===== src/rtl/sync_frame_tx.sv =====
// Serial frame transmitter: 4-bit sync preamble, DATA_W payload bits MSB first, one GAP cycle.
// Optional even-parity bit after the payload when SYNC_FRAME_TX_PARITY_EN is defined.
module sync_frame_tx #(
  parameter int         DATA_W   = 8,
  parameter logic [3:0] SYNC_PAT = 4'b1011
) (
  input  logic              clk,
  input  logic              rst,
  input  logic              in_valid,
  input  logic [DATA_W-1:0] in_data,
  output logic              in_ready,
  output logic              dout,
  output logic              dout_en,
  output logic              done
);

  // Counter must reach DATA_W-1 in DATA and 3 in SYNC.
  localparam int CNT_W = (DATA_W > 4) ? $clog2(DATA_W) : 2;
  localparam logic [CNT_W-1:0] SYNC_LAST = CNT_W'(3);
  localparam logic [CNT_W-1:0] DATA_LAST = CNT_W'(DATA_W - 1);

  typedef enum logic [2:0] {
    IDLE = 3'd0,
    SYNC = 3'd1,
    DATA = 3'd2,
`ifdef SYNC_FRAME_TX_PARITY_EN
    PAR  = 3'd4,
`endif
    GAP  = 3'd3
  } state_t;

  state_t            state, state_nxt;
  logic [CNT_W-1:0]  cnt, cnt_nxt;
  logic [DATA_W-1:0] sh, sh_nxt;
  logic              dout_nxt, dout_en_nxt, done_nxt;
  logic [1:0]        sync_idx;
`ifdef SYNC_FRAME_TX_PARITY_EN
  logic              par, par_nxt;
`endif

  assign in_ready = (state == IDLE);
  assign sync_idx = 2'd2 - cnt[1:0];

  // NOTE: outputs are decoded from the *next* state and registered, so each
  // bit is on dout during the cycle its state is current (latency 1 from accept).
  always_comb begin
    state_nxt   = state;
    cnt_nxt     = cnt;
    sh_nxt      = sh;
    dout_nxt    = 1'b0;
    dout_en_nxt = 1'b0;
    done_nxt    = 1'b0;
`ifdef SYNC_FRAME_TX_PARITY_EN
    par_nxt     = par;
`endif
    case (state)
      IDLE: begin
        if (in_valid) begin
          state_nxt   = SYNC;
          cnt_nxt     = '0;
          sh_nxt      = in_data;
`ifdef SYNC_FRAME_TX_PARITY_EN
          par_nxt     = ^in_data;
`endif
          dout_nxt    = SYNC_PAT[3];
          dout_en_nxt = 1'b1;
        end
      end
      SYNC: begin
        dout_en_nxt = 1'b1;
        if (cnt == SYNC_LAST) begin
          state_nxt = DATA;
          cnt_nxt   = '0;
          dout_nxt  = sh[DATA_W-1];
          sh_nxt    = sh << 1;
        end else begin
          cnt_nxt  = cnt + 1'b1;
          dout_nxt = SYNC_PAT[sync_idx];
        end
      end
      DATA: begin
        if (cnt == DATA_LAST) begin
          cnt_nxt = '0;
`ifdef SYNC_FRAME_TX_PARITY_EN
          state_nxt   = PAR;
          dout_nxt    = par;
          dout_en_nxt = 1'b1;
`else
          state_nxt   = GAP;
          done_nxt    = 1'b1;
`endif
        end else begin
          cnt_nxt     = cnt + 1'b1;
          dout_nxt    = sh[DATA_W-1];
          dout_en_nxt = 1'b1;
          sh_nxt      = sh << 1;
        end
      end
`ifdef SYNC_FRAME_TX_PARITY_EN
      PAR: begin
        state_nxt = GAP;
        done_nxt  = 1'b1;
      end
`endif
      GAP: state_nxt = IDLE;
      default: begin
        state_nxt = IDLE;
        cnt_nxt   = '0;
        sh_nxt    = '0;
      end
    endcase
  end

  // NOTE: the payload shift register is plain flops, so it is cleared by reset
  // together with the control state; no stale payload survives an abort.
  always_ff @(posedge clk or posedge rst) begin
    if (rst) begin
      state   <= IDLE;
      cnt     <= '0;
      sh      <= '0;
      dout    <= 1'b0;
      dout_en <= 1'b0;
      done    <= 1'b0;
`ifdef SYNC_FRAME_TX_PARITY_EN
      par     <= 1'b0;
`endif
    end else begin
      state   <= state_nxt;
      cnt     <= cnt_nxt;
      sh      <= sh_nxt;
      dout    <= dout_nxt;
      dout_en <= dout_en_nxt;
      done    <= done_nxt;
`ifdef SYNC_FRAME_TX_PARITY_EN
      par     <= par_nxt;
`endif
    end
  end

endmodule

===== config.mk =====
export PLATFORM = sky130hd
export DESIGN_NAME = sync_frame_tx
export DESIGN_NICKNAME = d
export VERILOG_FILES = /design/src/rtl/sync_frame_tx.sv
export SDC_FILE = /design/constraint.sdc
export NUM_CORES = 1
export LEC_CHECK = 0
export ABC_AREA = 1
export CAP_MARGIN = 10
export CORE_MARGIN = 1
export CORE_UTILIZATION = 45
export DETAILED_ROUTE_END_ITERATION = 10
export PLACE_DENSITY = 0.65
export SLEW_MARGIN = 10
export SYNTH_ARGS = -nofsm -noshare
export SYNTH_HDL_FRONTEND = slang
export SYNTH_SLANG_ARGS = --single-unit

===== constraint.sdc =====
create_clock -name clk -period 2.8 [get_ports clk]
set_input_delay 0.56 -clock clk [delete_from_list [all_inputs] [get_ports clk]]
set_output_delay 0.56 -clock clk [all_outputs]
set_load 0.01 [all_outputs]

==> results.json <==
{
  "grt_antenna_before_repair": 0,
  "num_io_pins": 15,
  "avgSynthCellArea_um2": 7.73,
  "finish.instance_area_um2": 1190,
  "post-cts-setup-buffers": 0,
  "synth-compound-area-share_pct": 12.0,
  "drt_pass1_iterations": 4,
  "peakVddDrop_mv": 0.672,
  "place_area_um2": 1150,
  "routed_wl_mm": 1.93,
  "hold_violations": 0,
  "cts_root_buffer": "clkbuf_4",
  "fin_skew_ns": 0.00453,
  "synthMuxAreaShare_pct": 0,
  "synth_top_family_by_area": "simple AND/OR/NAND/NOR gates",
  "place_congestion": 0.789,
  "initial_utilization_pct": 48.9,
  "io_buffers": 14,
  "r2r_setup_slack_ns": 1.29,
  "die_area_um2": 2390,
  "drive_gt1_share_pct": 7.64,
  "layout_setup_ws_ns": 0.692,
  "area_delta_synth_final_pct": 20.4,
  "reg2reg_depth": 6,
  "grt_max_degree": 17,
  "insertedDiodeCount": 0,
  "synth_top_area_share_pct": 40.5,
  "synthSimpleGateAreaFrac_pct": 26.4,
  "cts_tree": "built",
  "finalCritPeriodShare_pct": 75.3,
  "r2r-start": "state[0]",
  "timing.hold.ws_ns": 0.510,
  "r2r_end": "state[1]",
  "tns_ns": 0,
  "syn_area_um2": 990,
  "arrival_ns": 1.55,
  "nNetsFinal": 166,
  "hp-start": "sh[0]",
  "drt.antenna.violating_nets": 0,
  "clkSlewWorstSetupHoldPaths_ns": 0.10,
  "dp_hpwl_mm": 1.46,
  "finalMaxSlewViolations": 0,
  "grt_pass1_vias": 757,
  "maxCapViolations": 0,
  "clock_latency_ns": 0.28,
  "worst_setup_path_end_kind": "output pin",
  "core_area_um2": 2020,
  "hold_path_class": "register to register",
  "fin_cells": 171,
  "synth.largest_area_cell": "dfrtp_1",
  "cts.hold.buffers_added": 0,
  "hold-path-endpoint": "sh[0]",
  "path_class": "register to output pin",
  "htree_levels": 1,
  "drc": 0,
  "postSynthCellCount": 128,
  "grt_usage_pct": 18.6,
  "synth_fp_nets": 149,
  "drtIter0Drc": 12,
  "viasPerCell": 4.89,
  "die_h_um": 48.9,
  "rsz0062_at_grt": "no",
  "seq_area_frac_synth_pct": 40.5,
  "synth_fa_ha_area_share_pct": 12.6,
  "ys_warn_count": 0,
  "cts.path.max_buffers": 2,
  "finalSetupViolCount": 0,
  "p_per_area_nw_per_um2": 998,
  "grt_overflow_total": 0,
  "die_w_um": 48.9,
  "detail_route.wl_per_cell_um": 11.3,
  "status": "complete, no violations",
  "vias": 836,
  "cts_resized": 0,
  "ys_ff_latch": 16,
  "synth_cell_types": 17,
  "final_cell_mix": "47 x nand2_1, 18 x inv_1, 16 x dfrtp_1",
  "finalCriticalPeriod_ns": 2.11,
  "synth-xor-area-share_pct": 0,
  "mostFrequentLayoutCell": "nand2_1",
  "cts_buffers": 3,
  "pre_cts_slack_ns": 1.00,
  "grt_pass1_wl_mm": 3.42,
  "p_leak_nw": 0.614,
  "fillerInstances": 185,
  "startpoint_type": "register",
  "cts.sinks": 16,
  "synth_area_leaders": "dfrtp_1 40%, nand2_1 18%, ha_1 13%",
  "rows": 16,
  "hold_depth": 2,
  "maxSlewHeadroom_pct": 59.4,
  "fmax_ghz": 0.474,
  "critPathMaxFanout": 5,
  "dp_cells": 167,
  "worstPathRequired_ns": 2.24,
  "tightestPinTransition_ns": 0.608
}
[metrics by stage]
| stage | total power [W] | util [%] |
|---|---|---|
| 6_report | 0.00119 | 58.9 |
| 5_1_grt | 0.00132 | 58.9 |
| 4_1_cts | 0.00121 | 58.9 |
| 3_5_place_dp | 0.00105 | 57.1 |
| 3_3_place_gp | 0.00102 | 57.1 |
| 2_1_floorplan | 0.000858 | - |
[flip-flops by register name (all words and copies together) (netlist names)]
register,cells
sh,8
cnt,3
state,2
done,1
dout,1
dout_en,1
[worst max-delay path, stage by stage, from the launching register on]
cell	delay [ns]
dfrtp_1	0.44
inv_1	0.11
ha_1	0.18
clkdlybuf4s50_1	0.54
[layer usage]
layer / up-vias / wire length (um) / GRT usage, %
met3: 0 / 75 / 3.43
li1: 429 / - / -
met5: - / 0 / 0
met1: 395 / 955 / 26.3
met4: 0 / 0 / 5.88
met2: 12 / 902 / 28.7
[power breakdown]
part	switching (W)	internal [W]
clock network	0.0000728	0.0000791
registers	0.0000507	0.000313
logic	0.000418	0.000255
[layout make-up]
| cell class | instances | area [um2] | area share (%) |
|---|---|---|---|
| Inverter | 18 | 67.6 | 5.67 |
| Tap cell | 27 | 33.8 | 2.84 |
| Multi-Input combinational cell | 91 | 505 | 42.4 |
| Timing Repair Buffer | 15 | 148 | 12.4 |
| Clock buffer | 4 | 36.3 | 3.05 |
| Sequential cell | 16 | 400 | 33.6 |
[synth_stat cells]
library cell / number
o21ai_0: 9
buf_2: 1
inv_1: 18
nand2_4: 2
nand2_1: 47
nor2_1: 1
o21ai_1: 4
buf_4: 1
a21oi_1: 8
o21a_1: 1
nor2_8: 1
a31oi_1: 1
nand3_1: 4
ha_1: 10
nand2_2: 3
dfrtp_1: 16
buf_1: 1
[how the worst max path moves through the flow]
stage,start,endpoint,cells past startpoint
finish,state[1],in_ready,3
global route,state[1],in_ready,3
CTS,state[1],in_ready,3
detailed placement,state[0],in_ready,3
global placement,state[0],in_ready,3
floorplan,cnt[0],sh[1],8
[cells by family (layout without fill, tap and decap cells)]
logic type / Yosys count / count (layout)
adders and majority gates: 10 / 10
buffers and inverters: 21 / 37
and+or+nand+nor: 58 / 58
AOI/OAI and AO/OA: 23 / 23
DFF: 16 / 16
(Power assumes the default switching activity.)
